[src/rtl/dmem_port_arbiter_if.sv]
// Bundle of the requester, memory and status signals around dmem_port_arbiter.
// The slave modport is the arbiter's view; master is the surrounding system.
interface dmem_port_arbiter_if #(
  parameter int ADDR_W = 4,
  parameter int DATA_W = 8
);
  // CPU (pipeline MEM stage) requester
  logic              cpu_req;
  logic              cpu_we;
  logic [ADDR_W-1:0] cpu_addr;
  logic [DATA_W-1:0] cpu_wdata;
  logic              cpu_lock;
  logic              cpu_gnt;
  logic              cpu_rvalid;
  logic [DATA_W-1:0] cpu_rdata;

  // DBG (debug / program-load) requester
  logic              dbg_req;
  logic              dbg_we;
  logic [ADDR_W-1:0] dbg_addr;
  logic [DATA_W-1:0] dbg_wdata;
  logic              dbg_lock;
  logic              dbg_gnt;
  logic              dbg_rvalid;
  logic [DATA_W-1:0] dbg_rdata;

  // Data memory side
  logic              mem_en;
  logic              mem_we;
  logic [ADDR_W-1:0] mem_addr;
  logic [DATA_W-1:0] mem_wdata;
  logic [DATA_W-1:0] mem_rdata;

  // Status
  logic [1:0]        owner;
  logic [15:0]       grant_cnt_cpu;
  logic [15:0]       grant_cnt_dbg;

  modport slave (
    input  cpu_req, cpu_we, cpu_addr, cpu_wdata, cpu_lock,
    input  dbg_req, dbg_we, dbg_addr, dbg_wdata, dbg_lock,
    input  mem_rdata,
    output cpu_gnt, cpu_rvalid, cpu_rdata,
    output dbg_gnt, dbg_rvalid, dbg_rdata,
    output mem_en, mem_we, mem_addr, mem_wdata,
    output owner, grant_cnt_cpu, grant_cnt_dbg
  );

  modport master (
    output cpu_req, cpu_we, cpu_addr, cpu_wdata, cpu_lock,
    output dbg_req, dbg_we, dbg_addr, dbg_wdata, dbg_lock,
    output mem_rdata,
    input  cpu_gnt, cpu_rvalid, cpu_rdata,
    input  dbg_gnt, dbg_rvalid, dbg_rdata,
    input  mem_en, mem_we, mem_addr, mem_wdata,
    input  owner, grant_cnt_cpu, grant_cnt_dbg
  );
endinterface

[src/rtl/dmem_port_arbiter.sv]
// Round-robin arbiter sharing the single-port data memory between the CPU
// MEM stage and the debug loader. Either side may lock the port for a burst;
// a wait counter bounds how long a lock can starve the other side.
// Optional per-side grant counters are built when DMEM_ARB_STATS_EN is defined.
module dmem_port_arbiter #(
  parameter int ADDR_W   = 4,
  parameter int DATA_W   = 8,
  parameter int LOCK_MAX = 8
) (
  input  logic               clk,
  input  logic               reset,
  dmem_port_arbiter_if.slave bus
);

  localparam int CNT_W = (LOCK_MAX < 2) ? 1 : $clog2(LOCK_MAX + 1);
  localparam logic [CNT_W-1:0] CNT_LIMIT = CNT_W'(LOCK_MAX);
  localparam logic WIN_CPU = 1'b0;
  localparam logic WIN_DBG = 1'b1;

  typedef enum logic [1:0] {
    UNLOCKED = 2'b00,
    LOCK_CPU = 2'b01,
    LOCK_DBG = 2'b10
  } owner_e;

  owner_e           owner_q, owner_d;
  logic             last_winner_q, last_winner_d;
  logic [CNT_W-1:0] wait_cnt_q, wait_cnt_d;
  logic             cpu_rvalid_q, cpu_rvalid_d;
  logic             dbg_rvalid_q, dbg_rvalid_d;

  logic             cpu_gnt;
  logic             dbg_gnt;
  logic [CNT_W-1:0] wait_inc;

  // Grant decision: a live lock wins outright; a lock whose owner dropped req
  // falls through to the ordinary round-robin rules in the same cycle.
  always_comb begin
    cpu_gnt = 1'b0;
    dbg_gnt = 1'b0;
    if (!reset) begin
      if (owner_q == LOCK_CPU && bus.cpu_req) begin
        cpu_gnt = 1'b1;
      end else if (owner_q == LOCK_DBG && bus.dbg_req) begin
        dbg_gnt = 1'b1;
      end else if (bus.cpu_req && bus.dbg_req) begin
        if (last_winner_q == WIN_DBG) cpu_gnt = 1'b1;
        else                          dbg_gnt = 1'b1;
      end else if (bus.cpu_req) begin
        cpu_gnt = 1'b1;
      end else if (bus.dbg_req) begin
        dbg_gnt = 1'b1;
      end
    end
  end

  // Next owner, round-robin history, starvation counter and read-return flags.
  always_comb begin
    owner_d       = UNLOCKED;
    last_winner_d = last_winner_q;
    wait_cnt_d    = '0;
    wait_inc      = wait_cnt_q + CNT_W'(1);

    if (cpu_gnt) begin
      owner_d       = bus.cpu_lock ? LOCK_CPU : UNLOCKED;
      last_winner_d = WIN_CPU;
    end else if (dbg_gnt) begin
      owner_d       = bus.dbg_lock ? LOCK_DBG : UNLOCKED;
      last_winner_d = WIN_DBG;
    end

    // The lock owner is necessarily the granted side here, so the other side
    // is waiting whenever it requests. Hitting the limit breaks the lock and
    // records the owner as last winner so the waiter wins the next tie.
    if (owner_q == LOCK_CPU && cpu_gnt && bus.dbg_req) begin
      if (wait_inc >= CNT_LIMIT) begin
        owner_d       = UNLOCKED;
        last_winner_d = WIN_CPU;
      end else if (owner_d == owner_q) begin
        wait_cnt_d = wait_inc;
      end
    end else if (owner_q == LOCK_DBG && dbg_gnt && bus.cpu_req) begin
      if (wait_inc >= CNT_LIMIT) begin
        owner_d       = UNLOCKED;
        last_winner_d = WIN_DBG;
      end else if (owner_d == owner_q) begin
        wait_cnt_d = wait_inc;
      end
    end

    cpu_rvalid_d = cpu_gnt && !bus.cpu_we;
    dbg_rvalid_d = dbg_gnt && !bus.dbg_we;
  end

  // Owner FSM and registered read-valid flags.
  always_ff @(posedge clk or posedge reset) begin
    if (reset) begin
      owner_q       <= UNLOCKED;
      last_winner_q <= WIN_DBG;
      wait_cnt_q    <= '0;
      cpu_rvalid_q  <= 1'b0;
      dbg_rvalid_q  <= 1'b0;
    end else begin
      owner_q       <= owner_d;
      last_winner_q <= last_winner_d;
      wait_cnt_q    <= wait_cnt_d;
      cpu_rvalid_q  <= cpu_rvalid_d;
      dbg_rvalid_q  <= dbg_rvalid_d;
    end
  end

  assign bus.cpu_gnt    = cpu_gnt;
  assign bus.dbg_gnt    = dbg_gnt;
  assign bus.cpu_rvalid = cpu_rvalid_q;
  assign bus.dbg_rvalid = dbg_rvalid_q;
  assign bus.cpu_rdata  = cpu_rvalid_q ? bus.mem_rdata : '0;
  assign bus.dbg_rdata  = dbg_rvalid_q ? bus.mem_rdata : '0;
  assign bus.owner      = owner_q;

  // Memory strobe follows the grant; unused fields are held at zero when idle.
  assign bus.mem_en    = cpu_gnt | dbg_gnt;
  assign bus.mem_we    = cpu_gnt ? bus.cpu_we    : (dbg_gnt ? bus.dbg_we    : 1'b0);
  assign bus.mem_addr  = cpu_gnt ? bus.cpu_addr  : (dbg_gnt ? bus.dbg_addr  : '0);
  assign bus.mem_wdata = cpu_gnt ? bus.cpu_wdata : (dbg_gnt ? bus.dbg_wdata : '0);

`ifdef DMEM_ARB_STATS_EN
  logic [15:0] grant_cnt_cpu_q, grant_cnt_cpu_d;
  logic [15:0] grant_cnt_dbg_q, grant_cnt_dbg_d;

  // Saturating per-side grant counters.
  always_comb begin
    grant_cnt_cpu_d = grant_cnt_cpu_q;
    grant_cnt_dbg_d = grant_cnt_dbg_q;
    if (cpu_gnt && grant_cnt_cpu_q != 16'hFFFF) grant_cnt_cpu_d = grant_cnt_cpu_q + 16'd1;
    if (dbg_gnt && grant_cnt_dbg_q != 16'hFFFF) grant_cnt_dbg_d = grant_cnt_dbg_q + 16'd1;
  end

  // Counter registers.
  always_ff @(posedge clk or posedge reset) begin
    if (reset) begin
      grant_cnt_cpu_q <= '0;
      grant_cnt_dbg_q <= '0;
    end else begin
      grant_cnt_cpu_q <= grant_cnt_cpu_d;
      grant_cnt_dbg_q <= grant_cnt_dbg_d;
    end
  end

  assign bus.grant_cnt_cpu = grant_cnt_cpu_q;
  assign bus.grant_cnt_dbg = grant_cnt_dbg_q;
`else
  assign bus.grant_cnt_cpu = '0;
  assign bus.grant_cnt_dbg = '0;
`endif

endmodule

[src/flat_wrapper.sv]
// flat-port wrapper written by rule: the top's interface ports become plain ports
module dmem_port_arbiter_flat 
#(
  parameter int ADDR_W   = 4,
  parameter int DATA_W   = 8,
  parameter int LOCK_MAX = 8
)
  (clk, reset, bus_cpu_req, bus_cpu_we, bus_cpu_addr, bus_cpu_wdata, bus_cpu_lock, bus_dbg_req, bus_dbg_we, bus_dbg_addr, bus_dbg_wdata, bus_dbg_lock, bus_mem_rdata, bus_cpu_gnt, bus_cpu_rvalid, bus_cpu_rdata, bus_dbg_gnt, bus_dbg_rvalid, bus_dbg_rdata, bus_mem_en, bus_mem_we, bus_mem_addr, bus_mem_wdata, bus_owner, bus_grant_cnt_cpu, bus_grant_cnt_dbg);
  dmem_port_arbiter_if #(.ADDR_W(ADDR_W), .DATA_W(DATA_W)) bus_i ();
  input  logic clk;
  input  logic reset;
  input wire logic [$bits(bus_i.cpu_req)-1:0] bus_cpu_req;
  input wire logic [$bits(bus_i.cpu_we)-1:0] bus_cpu_we;
  input wire logic [$bits(bus_i.cpu_addr)-1:0] bus_cpu_addr;
  input wire logic [$bits(bus_i.cpu_wdata)-1:0] bus_cpu_wdata;
  input wire logic [$bits(bus_i.cpu_lock)-1:0] bus_cpu_lock;
  input wire logic [$bits(bus_i.dbg_req)-1:0] bus_dbg_req;
  input wire logic [$bits(bus_i.dbg_we)-1:0] bus_dbg_we;
  input wire logic [$bits(bus_i.dbg_addr)-1:0] bus_dbg_addr;
  input wire logic [$bits(bus_i.dbg_wdata)-1:0] bus_dbg_wdata;
  input wire logic [$bits(bus_i.dbg_lock)-1:0] bus_dbg_lock;
  input wire logic [$bits(bus_i.mem_rdata)-1:0] bus_mem_rdata;
  output wire logic [$bits(bus_i.cpu_gnt)-1:0] bus_cpu_gnt;
  output wire logic [$bits(bus_i.cpu_rvalid)-1:0] bus_cpu_rvalid;
  output wire logic [$bits(bus_i.cpu_rdata)-1:0] bus_cpu_rdata;
  output wire logic [$bits(bus_i.dbg_gnt)-1:0] bus_dbg_gnt;
  output wire logic [$bits(bus_i.dbg_rvalid)-1:0] bus_dbg_rvalid;
  output wire logic [$bits(bus_i.dbg_rdata)-1:0] bus_dbg_rdata;
  output wire logic [$bits(bus_i.mem_en)-1:0] bus_mem_en;
  output wire logic [$bits(bus_i.mem_we)-1:0] bus_mem_we;
  output wire logic [$bits(bus_i.mem_addr)-1:0] bus_mem_addr;
  output wire logic [$bits(bus_i.mem_wdata)-1:0] bus_mem_wdata;
  output wire logic [$bits(bus_i.owner)-1:0] bus_owner;
  output wire logic [$bits(bus_i.grant_cnt_cpu)-1:0] bus_grant_cnt_cpu;
  output wire logic [$bits(bus_i.grant_cnt_dbg)-1:0] bus_grant_cnt_dbg;
  assign bus_i.cpu_req = bus_cpu_req;
  assign bus_i.cpu_we = bus_cpu_we;
  assign bus_i.cpu_addr = bus_cpu_addr;
  assign bus_i.cpu_wdata = bus_cpu_wdata;
  assign bus_i.cpu_lock = bus_cpu_lock;
  assign bus_i.dbg_req = bus_dbg_req;
  assign bus_i.dbg_we = bus_dbg_we;
  assign bus_i.dbg_addr = bus_dbg_addr;
  assign bus_i.dbg_wdata = bus_dbg_wdata;
  assign bus_i.dbg_lock = bus_dbg_lock;
  assign bus_i.mem_rdata = bus_mem_rdata;
  assign bus_cpu_gnt = bus_i.cpu_gnt;
  assign bus_cpu_rvalid = bus_i.cpu_rvalid;
  assign bus_cpu_rdata = bus_i.cpu_rdata;
  assign bus_dbg_gnt = bus_i.dbg_gnt;
  assign bus_dbg_rvalid = bus_i.dbg_rvalid;
  assign bus_dbg_rdata = bus_i.dbg_rdata;
  assign bus_mem_en = bus_i.mem_en;
  assign bus_mem_we = bus_i.mem_we;
  assign bus_mem_addr = bus_i.mem_addr;
  assign bus_mem_wdata = bus_i.mem_wdata;
  assign bus_owner = bus_i.owner;
  assign bus_grant_cnt_cpu = bus_i.grant_cnt_cpu;
  assign bus_grant_cnt_dbg = bus_i.grant_cnt_dbg;
  dmem_port_arbiter #(.ADDR_W(ADDR_W), .DATA_W(DATA_W), .LOCK_MAX(LOCK_MAX)) u_core (.clk(clk), .reset(reset), .bus(bus_i));
endmodule
[config.mk]
export PLATFORM = sky130hd
export DESIGN_NAME = dmem_port_arbiter_flat
export DESIGN_NICKNAME = d
export VERILOG_FILES = /design/src/rtl/dmem_port_arbiter_if.sv /design/src/rtl/dmem_port_arbiter.sv /design/src/flat_wrapper.sv
export SDC_FILE = /design/constraint.sdc
export NUM_CORES = 1
export LEC_CHECK = 0
export BUFFER_PORTS_ARGS = -buffer_cell sky130_fd_sc_hd__buf_4
export CORE_MARGIN = 1.5
export CORE_UTILIZATION = 34
export CTS_CLUSTER_SIZE = 10
export DETAILED_ROUTE_END_ITERATION = 16
export PLACE_DENSITY = 0.8
export SETUP_SLACK_MARGIN = 0.05
export SYNTH_ARGS = -nofsm -noshare
export SYNTH_HDL_FRONTEND = slang
export SYNTH_SLANG_ARGS = --single-unit
[constraint.sdc]
create_clock -name clk -period 2.1 [get_ports clk]
set_clock_uncertainty 0.15 [all_clocks]
set_input_delay 0.105 -clock clk [delete_from_list [all_inputs] [get_ports clk]]
set_output_delay 0.105 -clock clk [all_outputs]
set_load 0.01 [all_outputs]
==> out/metrics.cfg <==
[yosys]
synth_top_family_by_area=buffers and inverters
ys_seq_area_frac=0.2280
synth-compound-area-share=0.2003
synthCells=112
syn_area_sq_um=993.5
muxShareOfSynthArea=0
synth-seq-cells=9
synth.avg_cell_area_sq_um=8.870
ys_warn_count=0
synth-simple-area-share=0.2506
ys_types=33
synth-adder-area-share=0.01259
synthXorXnorAreaFrac=0.01763

[drt]
vias_per_cell=4.549
wl_per_cell_um=11.15
vias=1028
routed_wl_um=2521
drt_pass1_iterations=2
first_iter_violations=13
drcViolationCount=0
ant_nets=0

[status]
status=complete, no violations

[job]
cap_violations=0

[finish]
antennaDiodeCount=0
drive_gt1_frac=0.4564
syn_to_final_growth_pct=56.05
fin_cells=226
num-nets-final=237
fillers=260
final_common_cell=buf_4
final_cell_mix=buf_4, conb_1, and2_1, a22o_1, dfrtp_1
stdcell_area_sq_um=1550

[floorplanning]
start_util=0.3603
fp.dieH_um=57.06
die_w_um=57.06
num_rows=19
ios=108
die_area_sq_um=3255
coreArea_sq_um=2758

[hold_path]
worstHoldPathType=in -> reg
worstHoldStart=bus_dbg_req
whs_path_depth=3
hold_end=u_core.last_winner_q

[clock_network]
clockBufferDepth=2
clock-root-buffer=clkbuf_4
numCtsBuffers=3
clk-insertion-delay-late_ns=0.25
cts.clk_slew.worst_paths_ns=0.06
cts_tree=built
htree_levels=1
postCtsSetupRepairBufs=0
cts.sinks=9

[placement]
placedCellCount=216
globalplace.congestion=0.8147
io_buffers=75
dp_hpwl_um=1925
dpl_cell_area_sq_um=1449
dp_slack_ns=0.3370

[timing]
finalCritPeriodShare=0.9535
grt_setup_unrepaired=true
hold_violations=0
slew_violations=0
finalSetupTns_ns=0
setup_violations=0
fin_ws_ns=0.09761
max_freq_ghz=0.4994
period_needed_ns=2.002

[critical_path]
r2r_end=u_core.wait_cnt_q[1]
worst-endpoint-arrival_ns=1.75
reg2reg_from=u_core.bus.owner[1]
worst-r2r-cell-count=4
critPathSlowestCell=dfstp_2
path_buf_inv=1
cp-start-kind=register
worstSetupEndpointType=output port
r2r_slack_ns=0.54
slowest_delay_ns=0.59
crit_chain=nand2_1 -> a21oi_4 -> a21boi_4 -> or2_2 -> buf_4
path_delay_family=flip-flops
worst-setup-path-type=reg -> out
cp_max_fo=17
cp.required_ns=1.85
crit_cells=5

[grt]
gr-usage-all-layers=0.1474
grt_max_degree=18
grt-ovfl-total=0
grt_pass1_wl_um=3822
antenna_found_initial=0
grt_pass1_vias=901

[pwr]
power_leakage_uw=0.0008538
cellPowerDensity_nw_per_um2=395.7
peakVddDrop_mv=0.2734

## what timing repair did
| action | 4_1_cts | 5_1_grt |
|---|---|---|
| gates resized for setup | 0 | 2 |
| hold buffers | 6 | 0 |
| hold endpoints to repair | 14 | 0 |
| setup endpoints to repair | 0 | 14 |
## synth_stat cells
master,number,share of area
dfrtp_1,8,0.20
nor3_2,1,0.010
or2_2,1,0.0063
a21boi_2,1,0.011
a21oi_1,2,0.010
or3_4,1,0.011
nor2b_4,1,0.014
conb_1,1,0.0038
o211ai_1,1,0.0076
xnor2_1,2,0.018
a21oi_2,1,0.0088
and3_1,2,0.013
dfstp_2,1,0.026
or2b_1,1,0.0076
inv_1,3,0.011
nor4bb_1,1,0.010
and2b_1,2,0.015
nand3b_1,1,0.0076
o211a_4,1,0.018
a31oi_1,1,0.0063
nand2_1,2,0.0076
buf_6,3,0.034
o2111ai_1,1,0.0088
buf_4,32,0.24
and2_1,16,0.10
ha_1,1,0.013
nand3_1,2,0.010
nor2b_1,1,0.0063
and2b_2,2,0.018
nor2_1,1,0.0038
a22o_1,13,0.11
nor3_1,2,0.010
o21ai_0,3,0.015
## logic make-up (layout without fill, tap and decap cells)
family,after synthesis,after routing
fa+ha+maj,1,1
buf+inv,38,89
other cells,1,33
flops,9,9
compound gates,24,24
xor+xnor,2,2
simple gates,37,37
## per-layer routing
metal / GRT usage / part of all wire / vias up
met2: 0.2775 / 0.55 / 67
met4: 0.05980 / 0.0079 / 0
met1: 0.1648 / 0.36 / 469
met5: 0 / 0 / -
met3: 0.02041 / 0.091 / 2
li1: - / - / 490
## through the flow
stage	util	hold WS (ns)	power (uW)
after detailed placement	0.5254	0.02602	462.8
after global placement	0.5254	0.02881	459.8
after global routing	0.5622	0.08309	652.9
after floorplan	-	-0.2004	381.7
final	0.5622	0.02775	613.5
after CTS	0.5567	0.01184	604.2
## final cells by class
type / instances / area, sq um / share of cell area
Tap cell: 31 / 38.79 / 0.02502
Timing Repair Buffer: 82 / 630.6 / 0.4068
Sequential cell: 9 / 226.5 / 0.1461
Clock buffer: 4 / 26.28 / 0.01695
Multi-Input combinational cell: 97 / 616.8 / 0.3979
Inverter: 3 / 11.26 / 0.007264
## report_power, final
part / internal [uW] / leakage, uW / total (uW) / switching, uW
sequential: 187 / 0.000118 / 202 / 16.0
combinational: 149 / 0.000720 / 278 / 129
clock: 73.2 / 0.0000150 / 133 / 59.5
total: 409 / 0.000854 / 613 / 205
## sequential cells by signal, summed over array words and instances, names as in the netlist
name / cells
u_core.wait_cnt_q: 4
u_core.bus.owner: 2
u_core.last_winner_q: 1
u_core.bus.dbg_rvalid: 1
u_core.bus.cpu_rvalid: 1
## worst max-delay path by stage
stage,slack [ns],startpoint,to
3_5_place_dp,0.34,u_core.last_winner_q,bus_mem_en
2_1_floorplan,0.53,u_core.last_winner_q,bus_mem_addr[0]
4_1_cts,0.05,u_core.last_winner_q,bus_mem_en
6_report,0.1,u_core.last_winner_q,bus_mem_en
3_3_place_gp,0.34,u_core.bus.owner[0],bus_mem_wdata[3]
5_1_grt,0.005,u_core.bus.owner[0],bus_mem_wdata[0]
## worst reg2reg max path, stage by stage, from the launching register on
cell and delay (ns):
dfrtp_1 0.47, and2b_1 0.28, a21oi_1 0.08, or3_4 0.34
nor3_1 0.17
Note: power is estimated with default switching activity, not from simulation.
